### config.mk
export PLATFORM = sky130hd
export DESIGN_NAME = pipe_stage_skid
export DESIGN_NICKNAME = d
export VERILOG_FILES = /design/src/rtl/pipe_stage_skid.sv
export SDC_FILE = /design/constraint.sdc
export NUM_CORES = 1
export LEC_CHECK = 0
export ABC_CLOCK_PERIOD_IN_PS = 1750
export CORE_MARGIN = 1.5
export CORE_UTILIZATION = 51
export DETAILED_ROUTE_END_ITERATION = 8
export PLACE_DENSITY = 0.93
export SYNTH_ARGS = -nofsm -noshare
export SYNTH_HDL_FRONTEND = slang
export SYNTH_SLANG_ARGS = --single-unit
export TNS_END_PERCENT = 50
### constraint.sdc
create_clock -name clk_i -period 1.75 [get_ports clk_i]
set_input_delay 0.175 -clock clk_i [delete_from_list [all_inputs] [get_ports clk_i]]
set_output_delay 0.175 -clock clk_i [all_outputs]
set_load 0.01 [all_outputs]
### src/rtl/pipe_stage_skid.sv
// Handshaked pipeline stage register with a two-entry skid buffer and flush.
// Define PIPE_STAGE_SKID_STATS_EN to enable the back-pressure stall counter.
module pipe_stage_skid #(
    parameter int                DATA_W      = 136,
    parameter int                CTRL_W      = 7,
    parameter logic [CTRL_W-1:0] BUBBLE_CTRL = {CTRL_W{1'b0}}
) (
    input  logic              clk_i,
    input  logic              rst_i,
    input  logic              flush_i,
    input  logic              in_valid_i,
    output logic              in_ready_o,
    input  logic [DATA_W-1:0] in_data_i,
    input  logic [CTRL_W-1:0] in_ctrl_i,
    output logic              out_valid_o,
    input  logic              out_ready_i,
    output logic [DATA_W-1:0] out_data_o,
    output logic [CTRL_W-1:0] out_ctrl_o,
    output logic [1:0]        occupancy_o,
    output logic [15:0]       stall_cnt_o
);

    localparam logic [1:0] S_EMPTY = 2'd0;
    localparam logic [1:0] S_ONE   = 2'd1;
    localparam logic [1:0] S_TWO   = 2'd2;

    logic [1:0]        state_q;
    logic [1:0]        state_d;
    logic [DATA_W-1:0] main_data_q;
    logic [CTRL_W-1:0] main_ctrl_q;
    logic [DATA_W-1:0] skid_data_q;
    logic [CTRL_W-1:0] skid_ctrl_q;
    logic              in_fire;
    logic              out_fire;
    logic              load_main_in;
    logic              load_skid_in;
    logic              load_main_skid;

    // Handshake outputs depend on registered state only.
    assign in_ready_o  = (state_q != S_TWO);
    assign out_valid_o = (state_q != S_EMPTY);
    assign in_fire     = in_valid_i & in_ready_o;
    assign out_fire    = out_valid_o & out_ready_i;

    always_comb begin
        state_d        = state_q;
        load_main_in   = 1'b0;
        load_skid_in   = 1'b0;
        load_main_skid = 1'b0;
        unique case (state_q)
            S_EMPTY: begin
                if (in_fire) begin
                    state_d      = S_ONE;
                    load_main_in = 1'b1;
                end
            end
            S_ONE: begin
                if (in_fire && out_fire) begin
                    load_main_in = 1'b1;
                end else if (in_fire) begin
                    state_d      = S_TWO;
                    load_skid_in = 1'b1;
                end else if (out_fire) begin
                    state_d = S_EMPTY;
                end
            end
            S_TWO: begin
                if (out_fire) begin
                    state_d        = S_ONE;
                    load_main_skid = 1'b1;
                end
            end
            default: state_d = S_EMPTY;
        endcase
        if (flush_i) begin
            state_d      = S_EMPTY;
            load_main_in = 1'b0;
            load_skid_in = 1'b0;
        end
    end

    always_ff @(posedge clk_i) begin
        if (rst_i) begin
            state_q <= S_EMPTY;
        end else begin
            state_q <= state_d;
        end
    end

    always_ff @(posedge clk_i) begin
        if (rst_i) begin
            main_data_q <= '0;
            main_ctrl_q <= '0;
            skid_data_q <= '0;
            skid_ctrl_q <= '0;
        end else begin
            if (load_main_in) begin
                main_data_q <= in_data_i;
                main_ctrl_q <= in_ctrl_i;
            end else if (load_main_skid) begin
                main_data_q <= skid_data_q;
                main_ctrl_q <= skid_ctrl_q;
            end
            if (load_skid_in) begin
                skid_data_q <= in_data_i;
                skid_ctrl_q <= in_ctrl_i;
            end
        end
    end

    assign out_data_o  = main_data_q;
    assign out_ctrl_o  = out_valid_o ? main_ctrl_q : BUBBLE_CTRL;
    assign occupancy_o = state_q;

`ifdef PIPE_STAGE_SKID_STATS_EN
    logic [15:0] stall_cnt_q;

    // Survives flush so stalls can be profiled across pipeline redirects.
    always_ff @(posedge clk_i) begin
        if (rst_i) begin
            stall_cnt_q <= '0;
        end else if (out_valid_o && !out_ready_i && (stall_cnt_q != 16'hFFFF)) begin
            stall_cnt_q <= stall_cnt_q + 16'd1;
        end
    end

    assign stall_cnt_o = stall_cnt_q;
`else
    assign stall_cnt_o = 16'd0;
`endif

endmodule

=== After elaboration in Yosys (flattened, before gate mapping) ===
Cells that the tools add are included.

* Bitwise operators: 2
* Div/mod/pow operators: 0
* Multiplexer cells: 20
* Reductions and logical operators: 6
* $mul: 0
* Equality and inequality tests: 7
* $lt $le $gt $ge: 0
* Shift operators: 0
* Add/sub/neg operators: 0

{| class="wikitable"
|+ Operator list
! operator !! count
|-
| $mux 136 || 2
|-
| $mux 7 || 3
|-
| $mux 2 || 5
|-
| $mux 1 || 8
|-
| $ne 2x2->1 const B || 4
|-
| $pmux 2 s3 || 1
|-
| $reduce_and 4->1 || 1
|-
| $reduce_bool 2->1 || 2
|-
| $ne 3x3->1 const B || 1
|-
| $and 1x1->1 || 2
|-
| $eq 2x1->1 const B || 1
|-
| $eq 2x2->1 const B || 1
|-
| $logic_not 2->1 || 1
|-
| $pmux 1 s2 || 1
|-
| $reduce_or 2->1 || 1
|-
| $logic_and 1x1->1 || 1
|}

* Output and inout bits: 163
* Memories kept: 0
* Latch bits: 0
* Register bits after elaboration: 288
* Bits in read-only memories: 0
* Bits in writable memories: 0

=== Longest topological paths before layout ===
Gate-level depths: netlist of the first run.

* Depth in word-level cells: 7
* Gate-level depth with buffers: 7
* Gate-level depth less buffers: 3

=== Least setup slack after synthesis of the first run ===
No wires, ideal clock.

* Path kind: reg2reg
* Start point: register state_q[1], in the netlist occupancy_o[1]
* End point: register main_data_q[43], in the netlist out_data_o[43]
* Setup time: 0.147 ns
* Period minus slack after synthesis: 1.584 ns
* Stages on the path, launching flop included: 8
* Arrival: 1.437 ns
* Path slack: 0.166 ns
* Cells stage by stage: dfxtp_1 buf_6 or3b_1 buf_6 buf_6 buf_6 nor3_2 a311oi_2

* Word-level cells in the longest chain between the ends: 7

{| class="wikitable"
|+ Ends and longest elaborated chain
! what !! RTL line !! source
|-
| start, declared || 27 || <nowiki>logic [1:0] state_q;</nowiki>
|-
| start signal, assigned || 86 || <nowiki>state_q <= state_d;</nowiki>
|-
| $ne 2x2->1 / $reduce_bool 2->1 (equally long branches) || 40, 41 ||
|-
| $and 1x1->1 (on tied branches) || 42, 43 ||
|-
| $logic_and 1x1->1 || 58 || <nowiki>if (in_fire && out_fire) begin</nowiki>
|-
| $mux 1 || 58 ||
|-
| $pmux 1 s2 || 50 || <nowiki>unique case (state_q)</nowiki>
|-
| $mux 1 || 75 || <nowiki>if (flush_i) begin</nowiki>
|-
| $mux 136 / $reduce_bool 2->1 (equally long branches) || -- ||
|-
| end signal, assigned || 98 || <nowiki>main_data_q <= in_data_i;</nowiki>
|-
| end signal, assigned || 101 || <nowiki>main_data_q <= skid_data_q;</nowiki>
|-
| end, declared || 29 || <nowiki>logic [DATA_W-1:0] main_data_q;</nowiki>
|}

Parallel ways exist; a longest one is shown, timed or not.
A chain may end at the register's enable or synchronous reset.

=== Final worst setup path of the first run ===
* Start point: register state_q[0], in the netlist occupancy_o[0]
* End point: register main_data_q[135], in the netlist out_data_o[135]

The elaborated chain is that of the path after synthesis.

==> results.sh, run 1 <==
export IMPL_drt_iter0_markers=1749
export IMPL_setup_violations=1
export IMPL_grt_max_degree=78
export IMPL_root_buffer="clkbuf_16"
export IMPL_viasPerCell=6.20
export IMPL_core_area_um2=25400
export IMPL_overflow=0
export IMPL_dieArea_um2=27100
export IMPL_synth_common_cells="dfxtp_1, nand2_1, a21oi_1"
export IMPL_place_congestion=0.860
export IMPL_numCtsBuffers=30
export IMPL_portBuffers=294
export IMPL_ys_types=32
export IMPL_worst_hold_slack_ns=0.0937
export IMPL_place_area_um2=16700
export IMPL_maxSlewViolCount=0
export IMPL_tightest_slew_ns=0.579
export IMPL_drcViolationCount=0
export IMPL_end_kind="flip-flop"
export IMPL_post_route_min_period_ns=1.78
export IMPL_grt_pass1_wl_um=64900
export IMPL_io_pins=311
export IMPL_num_antenna_cells=0
export IMPL_skew_ns=0.0199
export IMPL_maxCapViolCount=0
export IMPL_violations="setup timing"
export IMPL_start_util_pct=52.5
export IMPL_syn2layout_area_growth_pct=33.3
export IMPL_fin_ws_ns=-0.0255
export IMPL_cts_max_level=1
export IMPL_cts_buffer_depth=3
export IMPL_path_max_fanout=64
export IMPL_row_count=58
export IMPL_synth_edf_count=0
export IMPL_dpl_hpwl_um=26500
export IMPL_arrival_ns=2.22
export IMPL_dr_max_layer_used="met4"
export IMPL_synth_top_area_cell="dfxtp_1"
export IMPL_cts_tree="done"
export IMPL_hold_viol=0
export IMPL_totalWireLength_um=41200
export IMPL_drive_gt1_share_pct=19.9
export IMPL_dr_pass1_iters=5
export IMPL_yosys_area_top_type_share_pct=43.2
export IMPL_hp_class="input pin to flip-flop"
export IMPL_dieWidth_um=165
export IMPL_crit_start="occupancy_o[0]$_SDFFE_PP0P_"
export IMPL_min_from="rst_i"
export IMPL_nNetsFinal=1903
export IMPL_syn_inst=1508
export IMPL_power_leakage_nw=5.95
export IMPL_cts_hold_fix_buffers=0
export IMPL_outcome="finished with violations"
export IMPL_syn_area_per_cell_um2=8.84
export IMPL_path_clk_slew_ns=0.07
export IMPL_rsz0062_at_grt="yes"
export IMPL_wl_met2_um=20300
export IMPL_grt_pass1_vias=12800
export IMPL_antenna_found_initial=0
export IMPL_vias=13100
export IMPL_finalInstanceArea_um2=17800
export IMPL_route_met3_wl_um=3390
export IMPL_slew_headroom_pct=61.4
export IMPL_cp_data_required_time_ns=2.19
export IMPL_fin_crit_sh_pct=101
export IMPL_dieHeight_um=165
export IMPL_postSynth_asyncResetShare_pct=0
export IMPL_ir_drop_uv=663
export IMPL_ys_warnings_count=0
export IMPL_clock_sinks=288
export IMPL_grt_usage_pct=29.2
export IMPL_worst_setup_path_type="flip-flop to flip-flop"
export IMPL_synth_area_leaders="dfxtp_1, nor3_2, nand2_1"
export IMPL_wl_met1_um=15800
export IMPL_p_per_area_nw_per_um2=911
export IMPL_clock_latency_ns=0.56
export IMPL_r2r_start="occupancy_o[0]$_SDFFE_PP0P_"
export IMPL_synthFlopType="dfxtp_1"
export IMPL_ys_seq_area_share_pct=43.2
export IMPL_wl_per_cell_um=19.5
export IMPL_synth_most_common_cell="dfxtp_1"
export IMPL_fmax_ghz=0.563
export IMPL_detail_route_antenna_nets=0
export IMPL_start_kind="flip-flop"
export IMPL_synth_seq_cells=288
export IMPL_synth_cell_area_um2=13300
==> critical path: stages (launching register included) <==
cell and delay (ns):
dfxtp_2 0.34, buf_6 0.14, and3b_4 0.36, buf_12 0.28
nand2_1 0.12, a311oi_1 0.36
==> where the power goes <==
| part | total [mW] | internal, mW | switching, mW |
|---|---|---|---|
| registers | 7.00 | 6.82 | 0.181 |
| logic | 2.29 | 1.12 | 1.16 |
| clock network | 6.90 | 4.22 | 2.68 |
==> registers in the layout, indices dropped and copies added (netlist names) <==
register and count:
main_ctrl_q 7, occupancy_o 2, out_data_o 136, skid_ctrl_q 7, skid_data_q 136
==> cell families (layout without fill, tap and decap cells) <==
group / count (synthesis) / in the layout / share of synthesized area, %
mux: 1 / 1 / 0.0751
buf+inv: 193 / 448 / 9.33
compound gates: 432 / 432 / 22.3
simple gates: 593 / 593 / 25.0
flops: 288 / 288 / 43.2
other cells: 1 / 16 / 0.0281
==> layer usage <==
metal | up-vias | global-route usage (%)
met2 | 783 | 49.9
met4 | 0 | 12.9
met1 | 6227 | 36.3
met5 | - | 0
met3 | 158 | 4.47
li1 | 5895 | -
==> per-stage QoR <==
| stage | setup slack (ns) | cells | power [mW] | util, % | setup TNS, ns |
|---|---|---|---|---|---|
| 3_3_place_gp | -0.185 | 2051 | 9.31 | 65.6 | -16.36 |
| 6_report | -0.0255 | 2108 | 16.2 | 70.0 | -0.0255 |
| 5_1_grt | -0.0618 | 2108 | 16.6 | 70.0 | -0.293 |
| 2_1_floorplan | 0.166 | 1523 | 8.18 | - | 0 |
| 4_1_cts | 0.000514 | 2108 | 16.2 | 69.9 | 0 |
| 3_5_place_dp | -0.243 | 2051 | 9.37 | 65.6 | -30.45 |
==> repair_timing <==
action | CTS | global route
gates cloned | 0 | 0
gates resized for setup | 20 | 22
setup buffers | 2 | 0
pin swaps | 1 | 0
setup endpoints to repair | 12 | 45
==> cell type report <==
type,instances,area [µm²]
clock buffers,44,925
multi-input cells,1042,6450
well taps,330,413
repair buffers,392,4060
inverters,1,3.75
flip-flops and latches,288,5770
clock inverters,11,160
fillers,1757,7620
==> cell usage in the layout, fill, tap and decap left out, types with 2 or more instances in the layout <==
master,Yosys,final
a21oi_1,144,144
clkinv_2,0,5
nor2b_1,8,5
nand3b_1,2,2
nand3_1,143,143
conb_1,1,16
bufinv_16,0,4
nor2b_2,0,2
clkbuf_8,0,10
buf_12,1,31
a311oi_2,40,42
clkbuf_1,71,3
o21ai_0,40,31
buf_6,48,2
clkdlybuf4s50_1,0,282
dlygate4sd2_1,0,5
buf_4,23,65
dfxtp_1,288,286
nand2_1,287,287
clkbuf_16,0,31
o21ai_2,6,9
clkinvlp_4,0,2
nor2_1,3,2
dfxtp_2,0,2
nor3_2,137,137
o21ai_1,97,103
clkbuf_2,1,3
clkdlybuf4s15_1,0,3
a311oi_1,103,101
nor3_1,6,6
==> worst paths after layout <==
path              cells after the start                       endpoint  slack [ns]
setup / recovery                      5   out_data_o[135]$_SDFFE_PP0P_       -0.03
hold / removal                        2  skid_data_q[123]$_SDFFE_PP0P_        0.09
setup reg to reg                      5   out_data_o[135]$_SDFFE_PP0P_       -0.03
hold reg to reg                       2    out_data_o[37]$_SDFFE_PP0P_        0.47
(Power assumes the default switching activity.)
==> run 2: changes to the inputs <==
--- a/config.mk
+++ b/config.mk
@@ -10,6 +10,7 @@
 export CORE_UTILIZATION = 51
 export DETAILED_ROUTE_END_ITERATION = 8
 export PLACE_DENSITY = 0.93
+export SLEW_MARGIN = 30
 export SYNTH_ARGS = -nofsm -noshare
 export SYNTH_HDL_FRONTEND = slang
 export SYNTH_SLANG_ARGS = --single-unit
==> results of run 2 <==
Final layout, timing and power as in run 1 (identical DEF).
==> run 3: changes to the inputs <==
--- a/config.mk
+++ b/config.mk
@@ -6,8 +6,8 @@
 export NUM_CORES = 1
 export LEC_CHECK = 0
 export ABC_CLOCK_PERIOD_IN_PS = 1750
-export CORE_MARGIN = 1.5
 export CORE_UTILIZATION = 51
+export CTS_CLUSTER_DIAMETER = 30
 export DETAILED_ROUTE_END_ITERATION = 8
 export PLACE_DENSITY = 0.93
 export SLEW_MARGIN = 30
==> results.sh, run 3 (synthesized netlist as in run 1, its figures left out) <==
export IMPL_skew_ns=0.0179
export IMPL_antenna_found_initial=1
export IMPL_r2r_slack_ns=0.06
export IMPL_grt_pass1_wl_um=70500
export IMPL_crit_start="out_data_o[112]$_SDFFE_PP0P_"
export IMPL_place_congestion=0.854
export IMPL_totalWireLength_um=45200
export IMPL_min_from="rst_i"
export IMPL_setup_violations=0
export IMPL_hold_viol=0
export IMPL_worstHoldEndpoint="skid_data_q[8]$_SDFFE_PP0P_"
export IMPL_clock_latency_ns=0.55
export IMPL_final_common_cell="nand2_1"
export IMPL_p_sw_mw=4.95
export IMPL_nNetsFinal=1950
export IMPL_io_pins=311
export IMPL_dieWidth_um=164
export IMPL_wl_per_cell_um=20.8
export IMPL_final_cell_mix="nand2_1, dfxtp_1, clkdlybuf4s50_1, a21oi_1, nand3_1"
export IMPL_p_per_area_nw_per_um2=1060
export IMPL_internal_power_mw=15.4
export IMPL_drive_gt1_share_pct=22.9
export IMPL_final_util_pct=75.4
export IMPL_drt_iter0_markers=1779
export IMPL_rsz0062_at_grt="yes"
export IMPL_pwr_share_seq_pct=34.5
export IMPL_cp_top_family="buffers and inverters"
export IMPL_maxCapViolCount=0
export IMPL_place_area_um2=17200
export IMPL_hp_class="input pin to flip-flop"
export IMPL_row_count=58
export IMPL_clock_sinks=288
export IMPL_r2r_start="occupancy_o[1]$_SDFFE_PP0P_"
export IMPL_viasPerCell=6.27
export IMPL_core_area_um2=25400
export IMPL_cts_max_level=2
export IMPL_outcome="finished with violations"
export IMPL_finalInstanceArea_um2=19100
export IMPL_start_kind="flip-flop"
export IMPL_syn2layout_area_growth_pct=43.6
export IMPL_cts_buffer_depth=3
export IMPL_grt_pass1_vias=13700
export IMPL_dpl_hpwl_um=27100
export IMPL_arrival_ns=1.56
export IMPL_crit_chain="clkdlybuf4s50_1"
export IMPL_ir_drop_uv=1170
export IMPL_switching_share_pct=24.4
export IMPL_post_route_min_period_ns=1.73
export IMPL_hold_path_depth=2
export IMPL_cp_data_required_time_ns=1.57
export IMPL_violations="DRC"
export IMPL_vias=13600
export IMPL_end_kind="primary output"
export IMPL_overflow=0
export IMPL_slowest_delay_ns=0.62
export IMPL_maxSlewViolCount=0
export IMPL_worst_setup_path_type="flip-flop to primary output"
export IMPL_clkPwrFrac_pct=53.7
export IMPL_dieHeight_um=164
export IMPL_r2r_end="out_data_o[15]$_SDFFE_PP0P_"
export IMPL_start_util_pct=52.5
export IMPL_dieArea_um2=26800
export IMPL_root_buffer="clkbuf_16"
export IMPL_crit_buf_inv=1
export IMPL_power_leakage_nw=6.57
export IMPL_detail_route_antenna_nets=0
export IMPL_r2r_cells=6
export IMPL_fin_crit_sh_pct=99.0
export IMPL_cts_hold_fix_buffers=0
export IMPL_pwr_share_comb_pct=11.8
export IMPL_path_max_fanout=2
export IMPL_numCtsBuffers=53
export IMPL_grt_max_degree=61
export IMPL_cts_tree="done"
export IMPL_fmax_ghz=0.577
export IMPL_drcViolationCount=1
export IMPL_path_clk_slew_ns=0.05
export IMPL_slowest_stage="clkdlybuf4s50_1"
export IMPL_dr_pass1_iters=8
export IMPL_portBuffers=294
export IMPL_grt_usage_pct=32.8
[run 3: worst max path at each step]
stage                             endpoint  slack (ns)  cells past startpoint
4_1_cts                      out_ctrl_o[1]       -0.04                      4
3_3_place_gp   out_data_o[72]$_SDFFE_PP0P_       -0.26                      7
6_report                   out_data_o[112]        0.02                      1
3_5_place_dp   out_data_o[76]$_SDFFE_PP0P_       -0.41                      7
5_1_grt                        out_valid_o       -0.01                      4
2_1_floorplan  out_data_o[43]$_SDFFE_PP0P_        0.17                      7
[run 3: area by class of cell]
class	instances	area (µm²)
flip-flops and latches	288	5770
clock inverters	31	427
clock buffers	67	1490
well taps	330	413
fillers	1524	6260
inverters	1	3.75
multi-input cells	1042	6450
diodes	1	2.50
repair buffers	416	4590
[run 3: layer usage]
metal / GRT usage, % / up-vias / wire, µm
li1: - / 6019 / -
met1: 37.9 / 6463 / 16500
met2: 57.0 / 945 / 22300
met3: 6.54 / 214 / 4410
met4: 17.0 / 0 / 2030
met5: 0 / - / 0
[run 3: per-stage QoR]
stage | hold WS (ns) | worst slack [ns] | instances | total power [mW] | setup TNS, ns
6_report | 0.0500 | 0.0173 | 2176 | 20.3 | 0
2_1_floorplan | 0.264 | 0.166 | 1523 | 8.18 | 0
4_1_cts | 0.0377 | -0.0358 | 2175 | 20.3 | -0.0625
3_5_place_dp | 0.466 | -0.410 | 2075 | 9.44 | -47.01
5_1_grt | 0.0634 | -0.0108 | 2176 | 20.9 | -0.0212
3_3_place_gp | 0.450 | -0.261 | 2075 | 9.37 | -35.39
[run 3: what timing repair did]
item,4_1_cts,5_1_grt
endpoints found under the setup margin,56,13
gates resized for setup,29,7
setup buffers,2,0
[run 3: power groups by stage]
stage	registers, mW	logic [mW]	clock network, mW
after global placement	7.12	2.25	0
after floorplan	7.19	0.993	0
after global routing	7.03	2.51	11.3
after CTS	7.01	2.36	11.0
final	7.02	2.40	10.9
after detailed placement	7.13	2.31	0
